===== config.mk =====
export PLATFORM = sky130hd
export DESIGN_NAME = uart_rx_cfg
export DESIGN_NICKNAME = d
export VERILOG_FILES = /design/src/rtl/uart_rx_pkg.sv /design/src/rtl/uart_rx_sampler.sv /design/src/rtl/uart_rx_cfg.sv
export SDC_FILE = /design/constraint.sdc
export NUM_CORES = 1
export LEC_CHECK = 0
export ABC_CLOCK_PERIOD_IN_PS = 7200
export BUFFER_PORTS_ARGS = -buffer_cell sky130_fd_sc_hd__buf_2
export CORE_UTILIZATION = 45
export CTS_CLUSTER_DIAMETER = 100
export CTS_CLUSTER_SIZE = 16
export DETAILED_ROUTE_END_ITERATION = 16
export PLACE_DENSITY = 0.6
export SYNTH_ARGS = -nofsm -noshare
export SYNTH_HDL_FRONTEND = slang
export SYNTH_HIERARCHICAL = 1
export SYNTH_SLANG_ARGS = --single-unit
export TNS_END_PERCENT = 100

===== constraint.sdc =====
create_clock -name CLK -period 7.2 [get_ports CLK]
set_input_delay 1.44 -clock CLK [delete_from_list [all_inputs] [get_ports CLK]]
set_output_delay 1.44 -clock CLK [all_outputs]
set_load 0.1 [all_outputs]

===== src/rtl/uart_rx_pkg.sv =====
// Shared types and constants for the configurable UART receiver.
// Optional break detection is compiled in with `define UART_RX_BREAK_DET_EN.
package uart_rx_pkg;

  // Smallest usable prescale; lower (or odd) requests are rounded up/down to this grid.
  localparam int MIN_PRESCALE = 8;

  // Legal range for the number of data bits per frame.
  localparam int DATA_WIDTH_MIN = 5;
  localparam int DATA_WIDTH_MAX = 9;

  // Receiver frame states. BREAK_WAIT is only reachable when break detection is built in.
  typedef enum logic [2:0] {
    S_IDLE       = 3'd0,
    S_START      = 3'd1,
    S_DATA       = 3'd2,
    S_PARITY     = 3'd3,
    S_STOP1      = 3'd4,
    S_STOP2      = 3'd5,
    S_BREAK_WAIT = 3'd6
  } rx_state_t;

  // 2-of-3 majority vote.
  function automatic logic maj3(input logic a, input logic b, input logic c);
    return (a & b) | (a & c) | (b & c);
  endfunction

endpackage


===== src/rtl/uart_rx_sampler.sv =====
// Line synchroniser plus three-point mid-bit capture and majority vote.
// Samples are taken at edge counts half-1 and half; the third is the live
// synchronised value at half+1, so o_bit is valid in the decision cycle.
module uart_rx_sampler
  import uart_rx_pkg::*;
#(
  parameter int PRESCALE_W = 6
) (
  input  logic                  i_clk,
  input  logic                  i_rst_n,
  input  logic                  i_rx,
  input  logic [PRESCALE_W-1:0] i_edge_cnt,
  input  logic [PRESCALE_W-1:0] i_half,
  output logic                  o_rx_sync,
  output logic                  o_bit
);

  logic r_sync1;
  logic r_sync2;
  logic r_s0;
  logic r_s1;

  // Two-flop synchroniser (idle high) and capture of the first two vote samples.
  always_ff @(posedge i_clk) begin
    if (!i_rst_n) begin
      r_sync1 <= 1'b1;
      r_sync2 <= 1'b1;
      r_s0    <= 1'b1;
      r_s1    <= 1'b1;
    end else begin
      r_sync1 <= i_rx;
      r_sync2 <= r_sync1;
      if (i_edge_cnt == i_half - PRESCALE_W'(1)) r_s0 <= r_sync2;
      if (i_edge_cnt == i_half)                  r_s1 <= r_sync2;
    end
  end

  assign o_rx_sync = r_sync2;
  assign o_bit     = maj3(r_s0, r_s1, r_sync2);

endmodule


===== src/rtl/uart_rx_cfg.sv =====
// Configurable UART receiver: 5..9 data bits, optional parity, 1 or 2 stop bits,
// runtime prescale. Frame settings are captured at the start edge.
// Break detection is compiled in with `define UART_RX_BREAK_DET_EN.
module uart_rx_cfg
  import uart_rx_pkg::*;
#(
  parameter int DATA_WIDTH = 8,
  parameter int PRESCALE_W = 6
) (
  input  logic                  CLK,
  input  logic                  RST,
  input  logic                  RX_IN,
  input  logic                  PAR_EN,
  input  logic                  PAR_TYP,
  input  logic                  STP2,
  input  logic [PRESCALE_W-1:0] Prescale,
  output logic [DATA_WIDTH-1:0] P_DATA,
  output logic                  data_valid,
  output logic                  par_err,
  output logic                  stp_err,
  output logic                  brk_det
);

  localparam int BCW = (DATA_WIDTH > 1) ? $clog2(DATA_WIDTH) : 1;

  rx_state_t             r_state;
  logic [PRESCALE_W-1:0] r_edge_cnt;
  logic [BCW-1:0]        r_bit_cnt;
  logic [PRESCALE_W-1:0] r_prescale;
  logic                  r_par_en;
  logic                  r_par_typ;
  logic                  r_stp2;
  logic [DATA_WIDTH-1:0] r_shift;
  logic                  r_par_bit;
  logic                  r_stp1_err;
  logic [DATA_WIDTH-1:0] r_p_data;
  logic                  r_data_valid;
  logic                  r_par_err;
  logic                  r_stp_err;

  logic [PRESCALE_W-1:0] w_presc_even;
  logic [PRESCALE_W-1:0] w_presc_eff;
  logic [PRESCALE_W-1:0] w_half;
  logic                  w_rx_sync;
  logic                  w_bit;
  logic                  w_decide;
  logic                  w_bit_end;
  logic                  w_par_mismatch;
  logic                  w_final;
  logic                  w_final_ok;
  logic                  w_final_stp_err;
  logic                  w_final_par_err;

  // Prescale is forced even and clamped to the minimum before being latched.
  assign w_presc_even = Prescale & ~PRESCALE_W'(1);
  assign w_presc_eff  = (w_presc_even < PRESCALE_W'(MIN_PRESCALE)) ? PRESCALE_W'(MIN_PRESCALE)
                                                                   : w_presc_even;
  assign w_half    = r_prescale >> 1;
  assign w_decide  = (r_edge_cnt == w_half + PRESCALE_W'(1));
  assign w_bit_end = (r_edge_cnt == r_prescale - PRESCALE_W'(1));

  // Even parity: data plus parity bit XOR to 0; odd parity: XOR to 1.
  assign w_par_mismatch = ((^r_shift) ^ r_par_bit) != r_par_typ;

  // The last stop bit closes the frame at its decision point so a back-to-back
  // start edge can still be caught during the second half of that stop bit.
  assign w_final = w_decide && (((r_state == S_STOP1) && !r_stp2) || (r_state == S_STOP2));
  assign w_final_stp_err = r_stp1_err | !w_bit;
  assign w_final_par_err = r_par_en & w_par_mismatch;

`ifdef UART_RX_BREAK_DET_EN
  logic r_brk_det;
  logic w_brk_hit;
  // Break: all-zero data, zero parity (if present) and a low first stop bit.
  assign w_brk_hit  = (r_state == S_STOP1) && w_decide && (r_shift == '0) &&
                      !(r_par_en && r_par_bit) && !w_bit;
  assign w_final_ok = w_final && !w_brk_hit;
  assign brk_det    = r_brk_det;
`else
  assign w_final_ok = w_final;
  assign brk_det    = 1'b0;
`endif

  uart_rx_sampler #(
    .PRESCALE_W (PRESCALE_W)
  ) u_sampler (
    .i_clk      (CLK),
    .i_rst_n    (RST),
    .i_rx       (RX_IN),
    .i_edge_cnt (r_edge_cnt),
    .i_half     (w_half),
    .o_rx_sync  (w_rx_sync),
    .o_bit      (w_bit)
  );

  // Frame FSM: bit timing, data shifting, and registered result pulses.
  always_ff @(posedge CLK) begin
    if (!RST) begin
      r_state      <= S_IDLE;
      r_edge_cnt   <= '0;
      r_bit_cnt    <= '0;
      r_prescale   <= PRESCALE_W'(MIN_PRESCALE);
      r_par_en     <= 1'b0;
      r_par_typ    <= 1'b0;
      r_stp2       <= 1'b0;
      r_shift      <= '0;
      r_par_bit    <= 1'b0;
      r_stp1_err   <= 1'b0;
      r_p_data     <= '0;
      r_data_valid <= 1'b0;
      r_par_err    <= 1'b0;
      r_stp_err    <= 1'b0;
`ifdef UART_RX_BREAK_DET_EN
      r_brk_det    <= 1'b0;
`endif
    end else begin
      r_data_valid <= 1'b0;
      r_par_err    <= 1'b0;
      r_stp_err    <= 1'b0;
`ifdef UART_RX_BREAK_DET_EN
      r_brk_det    <= 1'b0;
`endif
      if (w_bit_end) r_edge_cnt <= '0;
      else           r_edge_cnt <= r_edge_cnt + PRESCALE_W'(1);

      case (r_state)
        S_IDLE: begin
          if (!w_rx_sync) begin
            r_state    <= S_START;
            r_edge_cnt <= '0;
            r_bit_cnt  <= '0;
            r_stp1_err <= 1'b0;
            r_par_en   <= PAR_EN;
            r_par_typ  <= PAR_TYP;
            r_stp2     <= STP2;
            r_prescale <= w_presc_eff;
          end
        end
        S_START: begin
          if (w_decide && w_bit) r_state <= S_IDLE;
          else if (w_bit_end)    r_state <= S_DATA;
        end
        S_DATA: begin
          if (w_decide) r_shift <= {w_bit, r_shift[DATA_WIDTH-1:1]};
          if (w_bit_end) begin
            if (r_bit_cnt == BCW'(DATA_WIDTH - 1)) begin
              r_bit_cnt <= '0;
              r_state   <= r_par_en ? S_PARITY : S_STOP1;
            end else begin
              r_bit_cnt <= r_bit_cnt + BCW'(1);
            end
          end
        end
        S_PARITY: begin
          if (w_decide)  r_par_bit <= w_bit;
          if (w_bit_end) r_state   <= S_STOP1;
        end
        S_STOP1: begin
          if (w_decide && r_stp2)  r_stp1_err <= !w_bit;
          if (w_bit_end && r_stp2) r_state    <= S_STOP2;
`ifdef UART_RX_BREAK_DET_EN
          if (w_brk_hit) begin
            r_state   <= S_BREAK_WAIT;
            r_brk_det <= 1'b1;
          end
`endif
        end
        S_STOP2: ;
`ifdef UART_RX_BREAK_DET_EN
        S_BREAK_WAIT: begin
          if (w_rx_sync) r_state <= S_IDLE;
        end
`endif
        default: r_state <= S_IDLE;
      endcase

      if (w_final_ok) begin
        r_state <= S_IDLE;
        if (w_final_stp_err || w_final_par_err) begin
          r_stp_err <= w_final_stp_err;
          r_par_err <= w_final_par_err;
        end else begin
          r_data_valid <= 1'b1;
          r_p_data     <= r_shift;
        end
      end
    end
  end

  assign P_DATA     = r_p_data;
  assign data_valid = r_data_valid;
  assign par_err    = r_par_err;
  assign stp_err    = r_stp_err;

endmodule


After elaboration in Yosys (flattened, before gate mapping)
Index checks and enable logic that the tools add are counted.
{"block": "word_totals", "ff_bits": 46, "latch_bits": 0, "mem_bits_rw": 0, "mem_bits_ro": 0, "in_bits": 12, "out_inout_bits": 12, "n_memories": 0}
{"block": "op_classes", "n_addsub": 5, "multipliers": 0, "n_div": 0, "magnitude_cmp": 1, "n_eq_ne": 18, "shift": 0, "mux": 21, "bitwise": 12, "n_reduce_logical": 23}
{"operator": "3-bit 2-to-1 mux", "n": 11}
{"operator": "6-bit 2-to-1 mux", "n": 4}
{"operator": "6-bit == test", "n": 3}
{"operator": "3-bit one-hot mux with 6 select lines", "n": 1}
{"operator": "2-bit AND reduction", "n": 5}
{"operator": "3-bit == test, second input constant", "n": 3}
{"operator": "3-bit AND reduction", "n": 3}
{"operator": "2-bit inequality test, second input constant", "n": 4}
{"operator": "8-bit XOR reduction", "n": 1}
{"operator": "7-bit AND reduction", "n": 1}
{"operator": "5-bit by 1-bit adder with 6-bit output, second input constant", "n": 1}
{"operator": "6-bit by 1-bit adder with 6-bit output, second input constant", "n": 1}
{"operator": "3-bit by 2-bit == test with 1-bit output, second input constant", "n": 2}
{"operator": "6-bit by 5-bit == test with 1-bit output", "n": 1}
{"operator": "6-bit by 4-bit less-than comparator with 1-bit output, second input constant", "n": 1}
{"operator": "3-bit one-hot mux with 2 select lines", "n": 1}
{"operator": "5-bit by 1-bit subtractor with 6-bit output, second input constant", "n": 1}
{"operator": "6-bit by 1-bit subtractor with 6-bit output, second input constant", "n": 1}
{"operator": "1-bit logical AND", "n": 5}
{"operator": "1-bit bitwise AND", "n": 4}
{"operator": "2-bit by 1-bit inequality test with 1-bit output, second input constant", "n": 2}
{"operator": "1-bit NOT", "n": 4}
{"operator": "2-bit nonzero test", "n": 2}
{"operator": "3-bit by 1-bit adder with 3-bit output, second input constant", "n": 1}
{"operator": "other kinds (11)", "n": 17}

Logic depth before layout (Yosys ltp)
Gate-level depths: netlist of the first run.
{"block": "logic_depth", "word_depth": 8, "ltp_mapped": 9, "depth_no_buf": 8}

By module
The synthesis of the first run kept the hierarchy.
{"module": "uart_rx_cfg", "n_inst": 1, "cells_each": 241, "area_each_um2": 2103.3, "seq_area_each_um2": 820.8}
{"module": "uart_rx_sampler", "n_inst": 1, "cells_each": 35, "area_each_um2": 307.8, "seq_area_each_um2": 80.1}

Worst setup path after synthesis of the first run
Ideal clock, no wire load.
{"block": "synth_path", "path_kind": "register to register", "from": "register r_prescale[1]", "to": "register r_stp1_err", "setup_time_ns": 0.065, "arrival_time_ns": 2.582, "path_slack_ns": 4.553, "path_stages_with_launch": 10, "synth_period_minus_slack_ns": 2.647, "cell_sequence": "dfxtp_1 -> buf_2 -> inv_1 -> ha_1 -> xor2_1 -> nor2_1 -> or4b_4 -> or4_1 -> mux2_1 -> nor2_1"}
{"block": "synth_between", "elab_chain_len": 5}
{"item": "from (decl)", "line_no": "uart_rx_cfg.sv:29", "text": "logic [PRESCALE_W-1:0] r_prescale;"}
{"item": "from (signal assigned)", "line_no": "uart_rx_cfg.sv:102", "text": "r_prescale <= PRESCALE_W'(MIN_PRESCALE);"}
{"item": "from (signal assigned)", "line_no": "uart_rx_cfg.sv:136", "text": "r_prescale <= w_presc_eff;"}
{"item": "5-bit by 1-bit adder with 6-bit output", "line_no": "uart_rx_cfg.sv:59", "text": "assign w_decide = (r_edge_cnt == w_half + PRESCALE_W'(1));"}
{"item": "6-bit == test", "line_no": "uart_rx_cfg.sv:59"}
{"item": "1-bit logical AND", "line_no": "uart_rx_cfg.sv:159", "text": "if (w_decide && r_stp2) r_stp1_err <= !w_bit;"}
{"item": "2-bit by 1-bit inequality test with 1-bit output (no line)"}
{"item": "3-bit AND reduction (no line)"}
{"item": "to (signal assigned)", "line_no": "uart_rx_cfg.sv:159"}
{"item": "to (decl)", "line_no": "uart_rx_cfg.sv:35", "text": "logic r_stp1_err;"}
Every way passes these cells.
A chain may end at the register's enable or synchronous reset.

Worst setup path in the final report of the first run
{"block": "layout_path", "from": "register r_prescale[1]", "to": "register r_p_data[1] (netlist: P_DATA[1])"}
{"block": "layout_between", "elab_chain_len": 4}
{"item": "5-bit by 1-bit adder with 6-bit output", "line_no": "uart_rx_cfg.sv:59"}
{"item": "6-bit == test", "line_no": "uart_rx_cfg.sv:59"}
{"item": "1-bit logical AND", "line_no": "uart_rx_cfg.sv:67", "text": "assign w_final = w_decide && (((r_state == S_STOP1) && !r_stp2) || (r_state == S_STOP2));"}
{"item": "2-bit AND reduction (no line)"}
{"item": "to (signal assigned)", "line_no": "uart_rx_cfg.sv:184", "text": "r_p_data <= r_shift;"}
{"item": "to (decl)", "line_no": "uart_rx_cfg.sv:36", "text": "logic [DATA_WIDTH-1:0] r_p_data;"}
Every way passes these cells.

==> out/metrics.cfg, run 1 <==
[cts]
cts_buffers = 5
cts_sinks = 45
cts.clk_slew.worst_paths_ps = 90
cts_tree = done
cts_hold_buf = 0
htree_levels = 2
postCtsSetupBuffers = 0
clk_latency_ps = 310
cts_root_buffer = clkbuf_8
clockBufferDepth = 2
cts_resized = 0

[synth]
synth_edf_count = 0
synth_ff_type = dfxtp_1
yosysMostFrequentCell = dfxtp_1
synth-seq-cells = 45
synth_top_cells_by_area = dfxtp_1, mux2i_1, xor2_1, nor2_1, xnor2_1
yosys.cell_types.count = 50
synth_top_cells_by_count = dfxtp_1, nor2_1, nand2_1
synth_top_area_cell = dfxtp_1
syn_area_um2 = 2410
async_flop_share = 0
synth_cells = 276
syn_area_per_cell_um2 = 8.74
yosys_warnings = 6
ys_seq_area_frac = 0.374
netlist.area_leader.share = 0.374

[place]
dp.final_hpwl_um = 3470
io_buffer_count = 21
gp_congestion = 0.799
post_dp_cell_area_um2 = 2550

[pwr]
irDropWorstVdd_v = 0.000106
p_leak_nw = 1.11
pwr_density_cell_nw_per_um2 = 189

[final_layout]
drive_above_1_share = 0.129
syn2layout_area_growth_pct = 10.7
nNetsFinal = 312
design_area_um2 = 2670
fill_cells = 524
antenna_cells = 0

[floorplan]
core.rowCount = 26
pin_count = 24
die_w_um = 75.2
start_util = 0.469
design.core.area_um2 = 5140
die_y_um = 75.2
die_area_um2 = 5650

[detailed_routing]
postRouteAntennaNets = 0
routed-via-count = 1896
dr.first_iter.drc_count = 94
drc_errors = 0
first_pass_iters = 4
viasPerCell = 5.19
wl_um = 4830
drt-wirelength-per-cell_um = 13.2

[setup_path]
cp.required_ps = 7390
slowest_delay_ps = 660
cp.arrival_ps = 3160
cp_slowest_cell = a2111oi_4
crit_type = flop to flop
cp-end-kind = flop
path_common_cell = nor2_1
critPathMaxFanout = 11
cp_cell_sequence = inv_1, ha_1, xor2_1, nor2_1, or4b_4, a2111oi_4, mux2i_1, nor2_1
crit_path_start_kind = flop

[sta]
skew_ps = 10.6
finalCriticalPeriod_ps = 2980
finalSetupViolations = 0
finalHoldViolations = 0
relSlewSlack = 0.455
fmaxAchievable_mhz = 336
drv_slew = 0
tns_ps = 0
grt_setup_unrepaired = no
post-route-period-util = 0.413
worst-slew-pin-transition_ps = 818

[global_routing]
gr-total-overflow = 0
grt_pass1_wl_um = 8020
track_usage = 0.192
grt_pass1_vias = 1675
grt_max_degree = 29
antenna_found_initial = 0

[run_status]
status = finished clean

[flow_run]
drv_cap = 0

[min_path]
min_path_type = flop to flop

-- worst max-delay path, delay by kind of cell (launching register included) --
kind | cells | cell delay, ps
mux | 1 | 260
xor+xnor | 1 | 180
buf+inv | 1 | 90
flops | 1 | 600
fa+ha+maj | 1 | 340
compound gates | 1 | 660
simple gates | 3 | 730
-- metal layers --
metal,up-vias,share of wire,track usage,wire length (µm)
li1,986,-,-,-
met1,876,0.53,0.266,2540
met2,24,0.43,0.289,2050
met3,10,0.029,0.0375,140
met4,0,0.020,0.0844,95
met5,-,0,0,0
-- stage by stage --
stage               total power [mW]  utilization  instances  worst slack [ps]  hold WS [ps]
floorplan                      0.303            -        277              4550           386
global placement               0.315        0.497        357              4210           406
detailed placement             0.315        0.497        357              4190           414
CTS                            0.509        0.519        365              4170           436
global route                   0.527        0.519        365              4000           461
finish                         0.504        0.519        365              4220           427
-- report_power, final --
part,internal (mW),switching [mW],total [mW]
Combinational,0.0204,0.0269,0.0473
Sequential,0.253,0.00913,0.262
Clock,0.104,0.0907,0.195
Total,0.377,0.127,0.504
-- cell type report --
| cell class | count | area [µm²] | area share |
|---|---|---|---|
| repair buffers | 23 | 120 | 0.0450 |
| multi-input cells | 208 | 1410 | 0.526 |
| clock inverters | 3 | 46.3 | 0.0173 |
| flip-flops and latches | 45 | 901 | 0.337 |
| well taps | 70 | 87.6 | 0.0328 |
| inverters | 11 | 41.3 | 0.0155 |
| clock buffers | 5 | 68.8 | 0.0258 |
-- worst paths after layout --
kind                                     start                        endpoint  slack (ps)  cells past startpoint
setup / recovery    r_prescale[1]$_SDFFE_PN0P_          P_DATA[1]$_SDFFE_PN0P_        4220                      8
setup reg to reg    r_prescale[1]$_SDFFE_PN0P_          P_DATA[1]$_SDFFE_PN0P_        4220                      8
hold reg to reg   u_sampler/r_sync1$_SDFF_PN1_  u_sampler/o_rx_sync$_SDFF_PN1_         430                      1
hold / removal    u_sampler/r_sync1$_SDFF_PN1_  u_sampler/o_rx_sync$_SDFF_PN1_         430                      1
-- cell usage in the layout (no fill, tap or decap), drive strengths merged, types with 2 or more instances in the layout --
cell type  synthesis  final
nand3             18     18
a21oi             13     13
o21ai              5      5
clkbuf             7      5
or4                2      2
nor3               6      6
or3                3      3
dfxtp             45     45
xnor2             15     15
xor2              18     18
nor2              36     36
or4b               2      2
nand2b             4      4
nand2             23     23
buf                6     23
a221o              2      2
nor2b              3      3
mux2i             19     19
nor4               3      3
conb               1      2
inv               11     11
nand4              6      6
a22oi              2      2
ha                 6      6
-- cell families after synthesis --
family	synth area share
AND/OR/NAND/NOR	0.225
buffers and inverters	0.0451
AO/OA/AOI/OAI	0.101
adder cells (fa/ha/maj)	0.0353
XOR/XNOR	0.135
flip-flops	0.374
multiplexers	0.0835
other	0.00156
-- registers in the layout (all words and copies together), names as in the netlist --
| signal | flops |
|---|---|
| r_state | 3 |
| r_par_en | 1 |
| r_stp2 | 1 |
| stp_err | 1 |
| r_par_bit | 1 |
| r_edge_cnt | 6 |
| r_prescale | 5 |
| u_sampler/o_rx_sync | 1 |
| P_DATA | 8 |
| u_sampler/r_s0 | 1 |
| r_par_typ | 1 |
| r_shift | 8 |
| data_valid | 1 |
| r_bit_cnt | 3 |
| par_err | 1 |
| u_sampler/r_s1 | 1 |
| r_stp1_err | 1 |
| u_sampler/r_sync1 | 1 |
(Power assumes the default switching activity.)
==> run 2: changes to the inputs <==
- ABC_AREA: unset -> 1
- ABC_CLOCK_PERIOD_IN_PS: 7200 -> 2600
- PLACE_DENSITY: 0.6 -> 0.63
- clock period: 7.2 -> 2.6 ns (I/O delays scaled with it)
==> run 2 against run 1 <==
Against the previous run: register-to-register slack got worse by 3700 ps; flip-flop and latch count unchanged; fmax rose by 45%; critical path depth increased by 3; global-route usage increased by 1.1 points; clock power rose to 2.9 times the previous value; sequential share of layout area decreased by 3.1 points; non-clock buffer count increased by 1; via count up 30%; largest cell class unchanged.
==> out/metrics.cfg, run 2 <==
[pwr]
p_int_mw = 1.21  ; +220%
p_switching_mw = 0.619  ; +390%
pwr_density_cell_nw_per_um2 = 620  ; +230%
clkPwrFrac = 0.314  ; -0.072
irDropWorstVdd_v = 0.000242  ; +130%
combPwrFrac = 0.254  ; +0.160
p_leak_nw = 1.35  ; +21%
swShare = 0.339  ; +0.0875
seqPwrFrac = 0.432  ; -0.088

[synth]
synth_ff_type = dfxtp_1
synth-seq-cells = 45  ; unchanged
ys_seq_area_frac = 0.339  ; -0.0347
synthAdderAreaFrac = 0.0320  ; -0.00327
synth_top_cells_by_area = dfxtp_1, nand2_1, nand3_1, inv_1, nor2_1
synthMuxAreaShare = 0  ; -0.0835
async_flop_share = 0  ; unchanged
synth-xor-area-share = 0.0556  ; -0.0799
synth-compound-area-share = 0.0786  ; -0.0220
synth_top_family_by_area = simple AND/OR/NAND/NOR gates
netlist.area_leader.share = 0.339  ; -0.0347
synthSimpleGateAreaFrac = 0.405  ; +0.180
synth_cells = 398  ; +44%
synth_edf_count = 0  ; unchanged
yosysMostFrequentCell = nand2_1
yosys_warnings = 6  ; unchanged
syn_area_per_cell_um2 = 6.68  ; -24%
synth_top_cells_by_count = nand2_1, dfxtp_1, nand3_1
yosys.cell_types.count = 38  ; -24%
syn_area_um2 = 2660  ; +10%
synth_top_area_cell = dfxtp_1

[sta]
drv_slew = 0  ; unchanged
grt_setup_unrepaired = no
worst-slew-pin-transition_ps = 674  ; -144 ps
holdWs_ps = 382  ; -45.3 ps
fmaxAchievable_mhz = 486  ; +45%
finalSetupViolations = 0  ; unchanged
tns_ps = 0  ; unchanged
post-route-period-util = 0.791  ; +0.378
worst_slack_ps = 542  ; -3680 ps
relSlewSlack = 0.550  ; +0.0955
finalHoldViolations = 0  ; unchanged
skew_ps = 16.4  ; +5.81 ps
finalCriticalPeriod_ps = 2060  ; -918 ps

[floorplan]
die_w_um = 78.9  ; +4.9%
die_y_um = 78.9  ; +4.9%
pin_count = 24  ; unchanged
die_area_um2 = 6220  ; +10%
start_util = 0.474  ; +0.00481
core.rowCount = 27  ; +3.8%
design.core.area_um2 = 5610  ; +9.1%

[min_path]
min_from = RX_IN
min_path_type = input port to flop
whs_path_depth = 3  ; +2
hold_end = u_sampler/r_sync1$_SDFF_PN1_

[global_routing]
gr-total-overflow = 0  ; unchanged
grt_pass1_vias = 2203  ; +32%
grt_pass1_wl_um = 10000  ; +25%
grt_max_degree = 23  ; -21%
antenna_found_initial = 0  ; unchanged
track_usage = 0.203  ; +0.0111

[cts]
htree_levels = 2  ; unchanged
cts_buffers = 5  ; unchanged
postCtsSetupBuffers = 0  ; unchanged
cts_root_buffer = clkbuf_8
cts.clk_slew.worst_paths_ps = 100  ; about the same
clk_latency_ps = 310  ; about the same
cts_resized = 0  ; unchanged
clockBufferDepth = 2  ; unchanged
cts_hold_buf = 0  ; unchanged
cts_tree = done
cts_sinks = 45  ; unchanged

[setup_path]
cp.required_ps = 2750  ; -4640 ps
cp.arrival_ps = 2210  ; -950 ps
crit_path_start_kind = flop
worst-r2r-setup-slack_ps = 540  ; -3680 ps
r2r-end = r_shift[1]$_SDFFE_PN0P_
path_common_cell = nand2_1
cp_cell_sequence = nand3_1, clkinv_1, nand2_1, nand2_1, nand3_1, nor2_2, nand2_2, inv_2, nand2_1, nand2_1, a21oi_1
cp_slowest_cell = dfxtp_1
reg2reg_depth = 11  ; +3
crit_type = flop to flop
rr_startpoint = r_prescale[3]$_SDFFE_PN1P_
slowest_delay_ps = 700  ; +40 ps
cp-end-kind = flop
critPathMaxFanout = 12  ; +1

[place]
gp_congestion = 0.853  ; +6.8%
post_dp_cell_area_um2 = 2820  ; +10%
io_buffer_count = 21  ; unchanged
dp_slack_ps = 557  ; -3630 ps
dp.final_hpwl_um = 4430  ; +28%

[final_layout]
design_area_um2 = 2940  ; +10%
nNetsFinal = 439  ; +41%
seq_area_um2 = 901  ; unchanged
drive_above_1_share = 0.142  ; +0.0134
syn2layout_area_growth_pct = 10.7  ; about the same
multi_input_area_um2 = 1530  ; +8.5%
final_common_cell = nand2_1
fin_util = 0.525  ; +0.00507
final_cell_mix = nand2_1, dfxtp_1, nand3_1
fill_cells = 583  ; +11%
antenna_cells = 0  ; unchanged

[detailed_routing]
first_pass_iters = 4  ; unchanged
routed-via-count = 2458  ; +30%
dr.first_iter.drc_count = 154  ; +64%
wl_um = 5840  ; +21%
postRouteAntennaNets = 0  ; unchanged
viasPerCell = 4.98  ; -4.2%
drc_errors = 0  ; unchanged
drt-wirelength-per-cell_um = 11.8  ; -11%

[flow_run]
drv_cap = 0  ; unchanged

[run_status]
status = finished clean

==> run 2: changes by cell type after synthesis, moves of 4 or more <==
| cell | before | now |
|---|---|---|
| nor2_2 | 0 | 6 |
| nand2b_1 | 4 | 0 |
| nand3_1 | 18 | 39 |
| xor2_1 | 17 | 7 |
| clkbuf_1 | 7 | 3 |
| nand2_2 | 0 | 4 |
| inv_2 | 1 | 6 |
| inv_1 | 10 | 38 |
| xnor2_1 | 14 | 8 |
| mux2i_1 | 19 | 0 |
| a21oi_1 | 13 | 25 |
| nand2_1 | 23 | 127 |
==> run 2: critical path, delay by kind of cell (launching register included) <==
kind	cells	cell delay, ps
compound gates	1	70
buf+inv	2	200
simple gates	8	920
flops	1	700
==> run 2: worst max-delay path by stage <==
| stage | start | end | slack, ps | cells past startpoint |
|---|---|---|---|---|
| after global placement | r_prescale[3]$_SDFFE_PN1P_ | r_shift[6]$_SDFFE_PN0P_ | 600 | 11 |
| final | r_prescale[3]$_SDFFE_PN1P_ | r_shift[1]$_SDFFE_PN0P_ | 540 | 11 |
| after detailed placement | r_prescale[3]$_SDFFE_PN1P_ | r_shift[2]$_SDFFE_PN0P_ | 560 | 11 |
| after CTS | r_prescale[3]$_SDFFE_PN1P_ | r_shift[1]$_SDFFE_PN0P_ | 530 | 11 |
| after global routing | r_prescale[1]$_SDFFE_PN0P_ | r_shift[2]$_SDFFE_PN0P_ | 330 | 13 |
| after floorplan | r_prescale[1]$_SDFFE_PN0P_ | P_DATA[0]$_SDFFE_PN0P_ | 620 | 14 |
==> run 2: power groups by stage <==
| stage | Combinational (mW) | Clock, mW | Sequential [mW] |
|---|---|---|---|
| after detailed placement | 0.465 | 0 | 0.802 |
| final | 0.463 | 0.573 | 0.788 |
| after global routing | 0.537 | 0.614 | 0.796 |
| after global placement | 0.456 | 0 | 0.802 |
| after floorplan | 0.391 | 0 | 0.785 |
| after CTS | 0.468 | 0.581 | 0.787 |
==> run 2: kinds of logic after synthesis <==
logic type	count (synthesis)
AO/OA/AOI/OAI	39
XOR/XNOR	16
adder cells (fa/ha/maj)	7
buffers and inverters	55
flip-flops	45
other	1
AND/OR/NAND/NOR	235
==> run 2: through the flow <==
step | total power, mW | cells
global placement | 1.26 | 486
global route | 1.95 | 494
finish | 1.83 | 494
floorplan | 1.18 | 399
CTS | 1.84 | 494
detailed placement | 1.27 | 486
==> run 2: routing by layer <==
layer	global-route usage	vias up	share of wire
met5	0	-	0
met4	0.0455	0	0.0074
met3	0.0425	4	0.035
met2	0.325	43	0.44
met1	0.278	1097	0.52
li1	-	1314	-
==> run 2: final cells by class <==
cell class,instances,area share
Timing Repair Buffer,24,0.0434
Inverter,46,0.0604
Sequential cell,45,0.306
Tap cell,72,0.0306
Clock inverter,2,0.0128
Multi-Input combinational cell,299,0.519
Clock buffer,6,0.0281
==> run 3: changes to the inputs <==
- ABC_AREA: 1 -> 0
- ABC_CLOCK_PERIOD_IN_PS: 2600 -> 2100
- PLACE_DENSITY: 0.63 -> 0.6
- clock period: 2.6 -> 2.1 ns (I/O delays scaled with it)
==> run 3 against run 2 <==
Against the previous run: the flow now finishes with violations (setup timing); global-route usage is 0.48 points higher; critical path depth unchanged; utilization up 8.1 points; largest cell class unchanged; highest routed layer unchanged.
==> out/metrics.cfg, run 3 (synthesis results as in run 1) <==
[run_status]
status = finished with violations
violations = setup timing

[place]
dp.final_hpwl_um = 3740  ; -16%
io_buffer_count = 21  ; unchanged
dp.cells = 395  ; -19%
post_dp_cell_area_um2 = 2890  ; +2.3%
gp_congestion = 0.862  ; +1.0%
dp_slack_ps = -333  ; -890 ps

[detailed_routing]
wl_um = 5270  ; -9.6%
drt-wirelength-per-cell_um = 13.0  ; +9.7%
routed-via-count = 2047  ; -17%
first_pass_iters = 4  ; unchanged
postRouteAntennaNets = 0  ; unchanged
viasPerCell = 5.03  ; +1.1%
drc_errors = 0  ; unchanged
dr.first_iter.drc_count = 132  ; -14%

[setup_path]
path_common_cell = nor2_1
cp.required_ps = 2290  ; -460 ps
crit_type = flop to flop
slowest_delay_ps = 520  ; -180 ps
crit_path_start_kind = flop
cp.arrival_ps = 2660  ; +450 ps
critPathMaxFanout = 4  ; -8
rr_startpoint = r_prescale[1]$_SDFFE_PN0P_
cp_slowest_cell = or4b_4
r2r-end = P_DATA[3]$_SDFFE_PN0P_
cp.buffers_inverters = 4  ; +2
critical-path-top-delay-family = simple AND/OR/NAND/NOR gates
worst-r2r-setup-slack_ps = -370  ; -910 ps
cp_cell_sequence = inv_4, ha_4, xor2_1, nor2_1, or4b_4, buf_6, a2111oi_4, buf_4, clkbuf_16, mux2i_1, nor2_1
reg2reg_depth = 11  ; unchanged
cp-end-kind = flop

[floorplan]
core.rowCount = 26  ; -3.7%
die_area_um2 = 5650  ; -9.1%
die_w_um = 75.2  ; -4.6%
design.core.area_um2 = 5140  ; -8.3%
die_y_um = 75.2  ; -4.6%
start_util = 0.469  ; -0.00481
pin_count = 24  ; unchanged

[min_path]
hold_end = u_sampler/r_sync1$_SDFF_PN1_
whs_path_depth = 2  ; -1
min_path_type = input port to flop
min_from = RX_IN

[cts]
clk_latency_ps = 310  ; about the same
clockBufferDepth = 2  ; unchanged
cts_buffers = 5  ; unchanged
cts.clk_slew.worst_paths_ps = 90  ; about the same
htree_levels = 2  ; unchanged
cts_sinks = 45  ; unchanged
cts_root_buffer = clkbuf_8
cts_tree = done

[global_routing]
grt_max_degree = 31  ; +35%
use_met1 = 0.285  ; +0.00719
antenna_found_initial = 0  ; unchanged
grt_pass1_wl_um = 8780  ; -13%
track_usage = 0.207  ; +0.00484
grt_use_met3 = 0.0482  ; +0.00566
gr-total-overflow = 0  ; unchanged
grt_use_met2 = 0.306  ; -0.0189
grt_pass1_vias = 1920  ; -13%
top_usage_layer = met2

[sta]
finalHoldViolations = 0  ; unchanged
skew_ps = 6.99  ; -9.40 ps
worst_slack_ps = -372  ; -914 ps
tns_ps = -4060  ; -4060 ps
finalSetupViolations = 14  ; +14
grt_setup_unrepaired = yes
post-route-period-util = 1.18  ; +0.386
fmaxAchievable_mhz = 405  ; -17%
finalCriticalPeriod_ps = 2470  ; +414 ps
drv_slew = 0  ; unchanged

[flow_run]
drv_cap = 0  ; unchanged

[pwr]
pwr_density_cell_nw_per_um2 = 573  ; -7.7%
p_leak_nw = 1.37  ; +1.1%
irDropWorstVdd_v = 0.000318  ; +31%

[final_layout]
antenna_cells = 0  ; unchanged
instances_no_fill = 407  ; -18%
drive_above_1_share = 0.294  ; +0.152
final_common_cell = dfxtp_1
syn2layout_area_growth_pct = 29.1
final_cell_mix = dfxtp_1, buf_4, nor2_1
design_area_um2 = 3110  ; +5.8%
nNetsFinal = 354  ; -19%

## run 3: changes by cell type in the layout (fill, tap and decap cells not counted), sizes merged, moves of 14 or more
cell	delta
mux2i	+19
a21oi	-14
nand2	-108
inv	-34
nand3	-25
buf	+40
## run 3: what timing repair did
action,in CTS,in global routing
pin swaps,4,8
cloned,0,1
resized for setup,6,13
buffers inserted,0,3
endpoints found under the setup margin,16,29
hold buffers,0,0
## run 3: where the power goes
group	internal, mW	switching [mW]	leakage, nW
registers	0.865	0.0138	0.366
logic	0.112	0.128	0.945
clock network	0.357	0.307	0.0554
## run 3: area by class of cell
type	count	area [µm²]
sequential	45	911
inverter	11	43.8
clock buffer	6	72.6
tap	70	87.6
timing repair buffer	65	477
fill	487	2030
clock inverter	2	38.8
multi-input combinational	208	1480
## run 3: per-layer routing
| layer | part of all wire | wire, µm |
|---|---|---|
| met1 | 0.53 | 2770 |
| met2 | 0.41 | 2190 |
| met3 | 0.033 | 172 |
| met4 | 0.027 | 142 |
| met5 | 0 | 0 |
## run 3: worst max path at each step
stage / from / endpoint / slack [ps] / depth (start not counted)
after global placement: r_prescale[2]$_SDFFE_PN0P_ / r_stp1_err$_SDFFE_PN0P_ / -320 / 8
after detailed placement: r_prescale[1]$_SDFFE_PN0P_ / r_stp1_err$_SDFFE_PN0P_ / -330 / 8
after global routing: r_prescale[1]$_SDFFE_PN0P_ / P_DATA[4]$_SDFFE_PN0P_ / -460 / 11
final: r_prescale[1]$_SDFFE_PN0P_ / P_DATA[3]$_SDFFE_PN0P_ / -370 / 11
after floorplan: r_prescale[1]$_SDFFE_PN0P_ / r_stp1_err$_SDFFE_PN0P_ / -360 / 9
after CTS: r_prescale[1]$_SDFFE_PN0P_ / r_stp1_err$_SDFFE_PN0P_ / -320 / 8
## run 3: per-stage QoR
stage	total power, mW	utilization	hold slack (ps)
floorplan	1.05	-	386
global placement	1.12	0.562	393
detailed placement	1.13	0.562	396
CTS	1.80	0.588	286
global route	1.86	0.606	291
finish	1.78	0.606	294
